`config.mk`:
```
export PLATFORM = sky130hd
export DESIGN_NAME = speck_share_serdes
export DESIGN_NICKNAME = d
export VERILOG_FILES = /design/src/rtl/speck_share_serdes.sv
export SDC_FILE = /design/constraint.sdc
export NUM_CORES = 2
export LEC_CHECK = 0
export CORE_MARGIN = 2
export CORE_UTILIZATION = 33
export DETAILED_ROUTE_END_ITERATION = 7
export HOLD_SLACK_MARGIN = 0.03
export PLACE_DENSITY = 0.59
export SLEW_MARGIN = 20
export SYNTH_ARGS = -nofsm -noshare
export SYNTH_HDL_FRONTEND = slang
export SYNTH_SLANG_ARGS = --single-unit
```
`constraint.sdc`:
```
create_clock -name clk -period 3.42 [get_ports clk]
set_clock_uncertainty 0.1 [all_clocks]
set_input_delay 0.684 -clock clk [delete_from_list [all_inputs] [get_ports clk]]
set_output_delay 0.684 -clock clk [all_outputs]
set_load 0.01 [all_outputs]
```
`src/rtl/speck_share_serdes.sv`:
```
// Loads SHARES-way masked pt/key bit-serially into a threshold Speck core, runs it, and packs the 2-bit/share cipher stream back.
// Accept to out_valid is KEY_W+RUN_CYCLES cycles; busy while a block is in flight, and out_valid holds until out_ready.
module speck_share_serdes #(
  parameter int SHARES     = 2,
  parameter int BLOCK_W    = 128,
  parameter int KEY_W      = 128,
  parameter int RUN_CYCLES = 30000
) (
  input  logic                        clk,
  input  logic                        rst_n,
  input  logic                        in_valid,
  output logic                        in_ready,
  input  logic [SHARES*BLOCK_W-1:0]   pt_sh,
  input  logic [SHARES*KEY_W-1:0]     key_sh,
  output logic [SHARES-1:0]           core_data,
  output logic [SHARES-1:0]           core_kdata,
  output logic [SHARES-1:0]           core_carry_init,
  output logic                        core_we,
  output logic                        core_start,
  input  logic [2*SHARES-1:0]         core_cout,
  output logic                        out_valid,
  input  logic                        out_ready,
  output logic [SHARES*BLOCK_W-1:0]   ct_sh
);

  localparam int CNT_MAX = (KEY_W > RUN_CYCLES) ? KEY_W : RUN_CYCLES;
  localparam int CNT_W   = $clog2(CNT_MAX + 1);
  localparam logic [CNT_W-1:0] LOAD_LAST = CNT_W'(KEY_W - 1);
  localparam logic [CNT_W-1:0] RUN_LAST  = CNT_W'(RUN_CYCLES - 1);
  localparam logic [CNT_W-1:0] CAP_FIRST = CNT_W'(RUN_CYCLES - BLOCK_W/2);

  typedef enum logic [1:0] {IDLE, LOAD, RUN, DONE} state_t;

  state_t                     state, state_nxt;
  logic [CNT_W-1:0]           cnt, cnt_nxt;
  logic [SHARES*BLOCK_W-1:0]  pt_sr, pt_sr_nxt, ct_nxt;
  logic [SHARES*KEY_W-1:0]    key_sr, key_sr_nxt;
  logic [SHARES-1:0]          data_nxt, kdata_nxt;
  logic                       in_ready_nxt, we_nxt, start_nxt, out_valid_nxt;

  // Only share 0 carries the constant +1 of the masked adder.
  assign core_carry_init = SHARES'(1);

  always_comb begin
    state_nxt     = state;
    cnt_nxt       = cnt;
    pt_sr_nxt     = pt_sr;
    key_sr_nxt    = key_sr;
    ct_nxt        = ct_sh;
    data_nxt      = '0;
    kdata_nxt     = '0;
    in_ready_nxt  = in_ready;
    we_nxt        = 1'b0;
    start_nxt     = 1'b0;
    out_valid_nxt = 1'b0;
    case (state)
      IDLE: begin
        if (in_valid && in_ready) begin
          state_nxt    = LOAD;
          cnt_nxt      = '0;
          in_ready_nxt = 1'b0;
          we_nxt       = 1'b1;
          // Bit 0 goes straight to the output register; the rest waits in the shifters.
          for (int s = 0; s < SHARES; s++) begin
            data_nxt[s]                       = pt_sh[s*BLOCK_W];
            kdata_nxt[s]                      = key_sh[s*KEY_W];
            pt_sr_nxt[s*BLOCK_W +: BLOCK_W]   = pt_sh[s*BLOCK_W +: BLOCK_W] >> 1;
            key_sr_nxt[s*KEY_W +: KEY_W]      = key_sh[s*KEY_W +: KEY_W] >> 1;
          end
        end
      end
      LOAD: begin
        if (cnt == LOAD_LAST) begin
          state_nxt = RUN;
          cnt_nxt   = '0;
          start_nxt = 1'b1;
        end else begin
          cnt_nxt = cnt + CNT_W'(1);
          we_nxt  = 1'b1;
          // Zero-fill makes the data lines idle once the block width is exhausted.
          for (int s = 0; s < SHARES; s++) begin
            data_nxt[s]                     = pt_sr[s*BLOCK_W];
            kdata_nxt[s]                    = key_sr[s*KEY_W];
            pt_sr_nxt[s*BLOCK_W +: BLOCK_W] = pt_sr[s*BLOCK_W +: BLOCK_W] >> 1;
            key_sr_nxt[s*KEY_W +: KEY_W]    = key_sr[s*KEY_W +: KEY_W] >> 1;
          end
        end
      end
      RUN: begin
        if (cnt >= CAP_FIRST) begin
          for (int s = 0; s < SHARES; s++) begin
            ct_nxt[s*BLOCK_W +: BLOCK_W] = {core_cout[2*s +: 2], ct_sh[s*BLOCK_W+2 +: BLOCK_W-2]};
          end
        end
        if (cnt == RUN_LAST) begin
          state_nxt     = DONE;
          out_valid_nxt = 1'b1;
        end else begin
          cnt_nxt   = cnt + CNT_W'(1);
          start_nxt = 1'b1;
        end
      end
      DONE: begin
        out_valid_nxt = 1'b1;
        if (out_ready) begin
          state_nxt     = IDLE;
          out_valid_nxt = 1'b0;
          in_ready_nxt  = 1'b1;
        end
      end
      default: state_nxt = IDLE;
    endcase
  end

  always_ff @(posedge clk) begin
    if (!rst_n) begin
      state      <= IDLE;
      cnt        <= '0;
      pt_sr      <= '0;
      key_sr     <= '0;
      ct_sh      <= '0;
      core_data  <= '0;
      core_kdata <= '0;
      in_ready   <= 1'b1;
      core_we    <= 1'b0;
      core_start <= 1'b0;
      out_valid  <= 1'b0;
    end else begin
      state      <= state_nxt;
      cnt        <= cnt_nxt;
      pt_sr      <= pt_sr_nxt;
      key_sr     <= key_sr_nxt;
      ct_sh      <= ct_nxt;
      core_data  <= data_nxt;
      core_kdata <= kdata_nxt;
      in_ready   <= in_ready_nxt;
      core_we    <= we_nxt;
      core_start <= start_nxt;
      out_valid  <= out_valid_nxt;
    end
  end

endmodule

```
-- Yosys cells after proc, flatten, opt, wreduce, memory -nomap -nowiden
Index checks and enable logic that the tools add are counted.
- multiplexer cells: 33
- add/subtract/negate cells: 1
- reductions and logical operators: 10
- equal/unequal tests: 11
- order comparisons: 1
- operators by type and width (kind ; number):
    $mux 256 ; 4
    $pmux 256 s2 ; 2
    $mux 15 ; 3
    $pmux 15 s3 ; 1
    $mux 2 ; 8
    $add 15x1->15 const B ; 1
    $eq 15x15->1 const B ; 1
    $eq 15x7->1 const B ; 1
    $ge 15x15->1 const B ; 1
    $ne 2x2->1 const B ; 6
    $reduce_and 3->1 ; 3
    $mux 1 ; 8
    $pmux 1 s2 ; 4
    $pmux 2 s2 ; 2
    $pmux 2 s4 ; 1
    $eq 2x2->1 const B ; 2
    $reduce_and 4->1 ; 1
    $reduce_bool 2->1 ; 2
    $reduce_bool 3->1 ; 1
    $eq 2x1->1 const B ; 1
    $logic_not 2->1 ; 1
    $reduce_and 2->1 ; 1
    $logic_and 1x1->1 ; 1
- flip-flop bits (word level): 793
- word-level logic and storage cells: 67

-- Logic depth before layout (Yosys ltp)
- word-level depth: 3
- mapped depth: 10

-- Worst setup path after synthesis
OpenSTA, ideal clock, no wires.
- kind: input -> register
- from: input port in_valid
- to: register pt_sr[188]
- cell stages on the path: 8
- required time: 3.204 ns
- setup slack: 1.241 ns
- arrival: 1.963 ns
- cells stage by stage: and3_1 > clkbuf_1 > o22a_1 > buf_2 > buf_2 > clkbuf_1 > nand2_1 > o211a_1
- longest elaborated chain between the ends: 3
- ends and longest elaborated chain (element ; line ; RTL):
    start, declared ; 11 ; input logic in_valid,
    $logic_and 1x1->1 ; 58 ; if (in_valid && in_ready) begin
    $ne 2x2->1 (no source line) ; - ;
    $reduce_and 3->1 (no source line) ; - ;
    end signal, assigned ; 131 ; pt_sr <= pt_sr_nxt;
    end, declared ; 36 ; logic [SHARES*BLOCK_W-1:0] pt_sr, pt_sr_nxt, ct_nxt;
No other way between the ends.
A chain may end at the register's enable or synchronous reset.

-- Final worst setup path
- from: register state[1]
- to: register key_sr[188]
- longest elaborated chain between the ends: 3
- elaborated cells on any way between the ends: 7
- those cells by class: 3 x eq/ne; 1 x mux; 3 x reduce/logical
- ends and longest elaborated chain (element ; line ; RTL):
    start, declared ; 34 ; state_t state, state_nxt;
    start signal, assigned ; 129 ; state <= state_nxt;
    $eq 2x1->1 or $logic_not 2->1 (tied branches) ; 56 ; case (state)
    $ne 2x2->1 (no source line) or $reduce_bool 2->1 (tied branches) ; - ;
    $reduce_and 3->1 (no source line) ; - ;
    end signal, assigned ; 132 ; key_sr <= key_sr_nxt;
    end, declared ; 37 ; logic [SHARES*KEY_W-1:0] key_sr, key_sr_nxt;
Several ways; a longest one is shown, not always the timed one.

==> summary.md <==
| Metric | Value |
|---|---|
| Static leakage | `between 0.02 and 0.025 uW` |
| Share of layout cells above drive strength 1 | `0.0536` |
| Type of the worst setup path | `reg2reg` |
| Hold path endpoint | `ct_sh[145]` |
| Final GP Congestion | `0.785` |
| P_int | `22,200 uW` |
| Top-count cell post-synth | `nand2_1` |
| Nets@finish | `between 4,000 and 5,000` |
| Chip width | `326 um` |
| DP Area | `43,000 um^2` |
| Yosys top cell area share | `0.463` |
| Final WS setup | `751 ps` |
| CTS clock-pin slew for the worst setup and hold paths | `60 ps` |
| Gr ovfl total | `0` |
| Sequential power share | `0.395` |
| CTS buffer count | `93` |
| Area leader, netlist | `dfxtp_1` |
| Placement Rows | `~120` |
| Buffers plus inverters on the worst setup path | `3` |
| Main synth FF type | `dfxtp_1` |
| Min-delay worst type | `reg2reg` |
| Yosys warns | `0` |
| Min-delay src | `ct_sh[147]` |
| Critical Path End Type | `flop` |
| Iteration-0 DRC Markers | `1,594` |
| Net Switching | `9880 uW` |
| List of most frequent post-synthesis cells | `nand2_1, dfxtp_1, mux2i_1` |
| Max transition margin | `0.210` |
| CP Data Required Time | `3850 ps` |
| First-pass iteration count of the detailed router | `5` |
| Worst slew pin tran | `between 1000 and 1500 ps` |
| Pwr dens | `694 nW/um^2` |
| Hold-critical path depth | `2` |
| Slowest stage delay, CP | `roughly 600 ps` |
| Mapped Nets | `between 4,000 and 5,000` |
| VDD IR max | `0.536 mV` |
| Crit path cell chain | `inv_1 > ha_4 > inv_1 > nor2_1 > o22a_4 > buf_4 > nand2_1 > o211a_1` |
| Io pins | `between 700 and 800` |
| Die area | `106,000 um^2` |
| Clock Sinks | `789` |
| Vias in the first global route | `around 26,000` |
| Longest Clk Path Bufs | `3` |
| Core ar. | `102,000 um^2` |
| Status | `finished, final reports clean` |
| Sequential area share after synthesis | `0.463` |
| Detailed Place HPWL | `between 70,000 and 80,000 um` |
| Syn-to-layout area delta | `35.4%` |
| Clock latency at the later pin of the worst-skew pair | `roughly 660 ps` |
| Setup slack, reg-to-reg | `750 ps` |
| Drt wl/cell | `18.0 um` |
| Synthesized cell area | `34,100 um^2` |
| Period minus WS final | `2670 ps` |
| TritonCTS clock tree | `yes` |
| RSZ-0062 raised after global routing | `no` |
| First-pass GRT wire length | `153,000 um` |
| Clock network power share | `0.319` |
| Initial core utilization | `0.334` |
| Finish-stage setup viols | `0` |
| Post-cts gate resize count | `0` |
| Number of synthesized flops with an enable pin | `0` |
| Initial antenna violation count | `51` |
| Crit path DAT | `3100 ps` |
| Final count of hold timing violations | `0` |
| Final std cells w/o fill | `5,624` |
| Cell area after layout | `46,200 um^2` |
| GRT Util Overall | `0.182` |
| Syn Inst Count | `3,546` |
| CP max FO | `66` |
| Final routed DRC violation total | `0` |
| Worst r2r dst | `key_sr[188]` |
| Worst reg2reg startpoint | `state[1]` |
| F_max | `~370 MHz` |
| Post-CTS setup buffer count | `0` |
| Drt via density | `4.90` |
| Drt total wl | `101,000 um` |
| Dpl cells | `5,433` |
| Dpl ws | `between 500 and 600 ps` |
| Largest net degree at the start of global routing | `157` |
| Setup TNS | `0 ps` |
| Net Sw Frac | `0.308` |
| Final Util | `0.452` |
| Crit-path slowest cell | `buf_4` |
| Ys async rst share | `0` |
| Part of the cycle the worst path needs | `0.780` |
| Syn_area_per_cell | `roughly 9.6 um^2` |
| Port Buffer Count | `783` |
| Most frequent CP cell | `inv_1` |
| Combinational power share | `0.286` |
| CP startpoint kind | `flop` |
| Clk root buf | `clkbuf_16` |
| Synth cell types | `45` |
| R2r worst-path depth | `8` |
| Post-route antenna net violation count | `0` |
| Synth Register Bits | `789` |
| Max-Cap Viols | `0` |
| CP delay by family, top | `buffers and inverters` |
| Top post-synthesis cells by area | `dfxtp_1, mux2i_1, o211a_1` |
| H-tree levels | `3` |
| # fillers | `about 10,000` |
| Die Y | `approximately 330 um` |
| Via count of the routed design | `27,600` |
| Pins Over Slew Limit | `0` |
| Hold buffers post-CTS | `0` |
power groups by stage:
stage,logic [uW],clock network (uW),registers (uW)
after global routing,10200,10900,12900
final,9180,10200,12700
after floorplan,7410,0,12500
after global placement,9110,0,12800
after detailed placement,9240,0,12800
after CTS,9280,10600,12700
cells by family (layout without fill, tap and decap cells):
family / count (synthesis) / count (layout) / share of synthesized area
AOI/OAI and AO/OA: 809 / 809 / 0.214
xor gates and xnor gates: 3 / 3 / 0.000770
adders and majority gates: 6 / 6 / 0.00220
buffers and inverters: 331 / 1020 / 0.0462
DFF: 789 / 789 / 0.463
muxes: 506 / 506 / 0.148
other: 2 / 23 / 0.000220
and+or+nand+nor: 1100 / 1100 / 0.126
layout make-up:
| type | count | area (um^2) | share of cell area |
|---|---|---|---|
| well taps | 1368 | 1710 | 0.0370 |
| clock inverters | 29 | 355 | 0.00769 |
| diodes | 21 | 52.6 | 0.00114 |
| clock buffers | 141 | 2860 | 0.0618 |
| repair buffers | 841 | 8620 | 0.186 |
| flip-flops and latches | 789 | 15800 | 0.342 |
| inverters | 9 | 33.8 | 0.000731 |
| multi-input cells | 2426 | 16800 | 0.364 |
how the worst max path moves through the flow:
| stage | start | to | depth (start not counted) |
|---|---|---|---|
| after floorplan | in_valid | pt_sr[188] | 8 |
| after global placement | in_valid | cnt[11] | 6 |
| after detailed placement | in_valid | key_sr[187] | 6 |
| after CTS | out_valid | out_valid | 1 |
| after global routing | state[1] | key_sr[230] | 8 |
| final | state[1] | key_sr[188] | 8 |
routing by layer:
metal / routed length, um / global-route usage / vias to the layer above
met5: 360 / 0 / -
li1: - / - / 13700
met2: 47500 / 0.300 / 723
met1: 41900 / 0.213 / 12900
met3: 8570 / 0.0703 / 199
met4: 2910 / 0.0652 / 56
tightest hold or removal path: stages, from the launching register on:
cell      delay (ps)
dfxtp_1          320
nand2_1           60
a21boi_1          50
layout by cell type (no fill, tap or decap), types with 4 or more instances in the layout:
cell             Yosys  final
a21boi_0           186    186
a21boi_1            73     73
a21oi_1             12     12
a22oi_1              8      8
and3_1               4      4
buf_12               0     27
buf_4                3     31
bufinv_16            0      6
clkbuf_1           167     14
clkbuf_16            0     94
clkbuf_8             0     33
clkdlybuf4s50_1      0    782
clkinv_2             0     13
clkinv_4             0      4
dfxtp_1            789    789
diode_2              0     21
ha_1                 6      5
inv_1                9      9
mux2i_1            506    506
nand2_1           1043   1043
nand3_1             10     10
nand4_1              4      4
nor2_1              11     11
nor2b_1              4      4
o211a_1            504    504
o21ai_0              6      5
o22ai_1             10     10
flip-flops by register name (all words and copies together), names as in the netlist:
name and cells:
out_valid 1, ct_sh 256, pt_sr 254, core_we 1
cnt 15, core_start 1, core_kdata 2, state 2
in_ready 1, core_data 2, key_sr 254
per-stage QoR:
stage,power (uW),hold slack (ps)
2_1_floorplan,19900,368
3_3_place_gp,21900,350
3_5_place_dp,22100,357
4_1_cts,32500,358
5_1_grt,34000,380
6_report,32100,360
(Power assumes the default switching activity.)
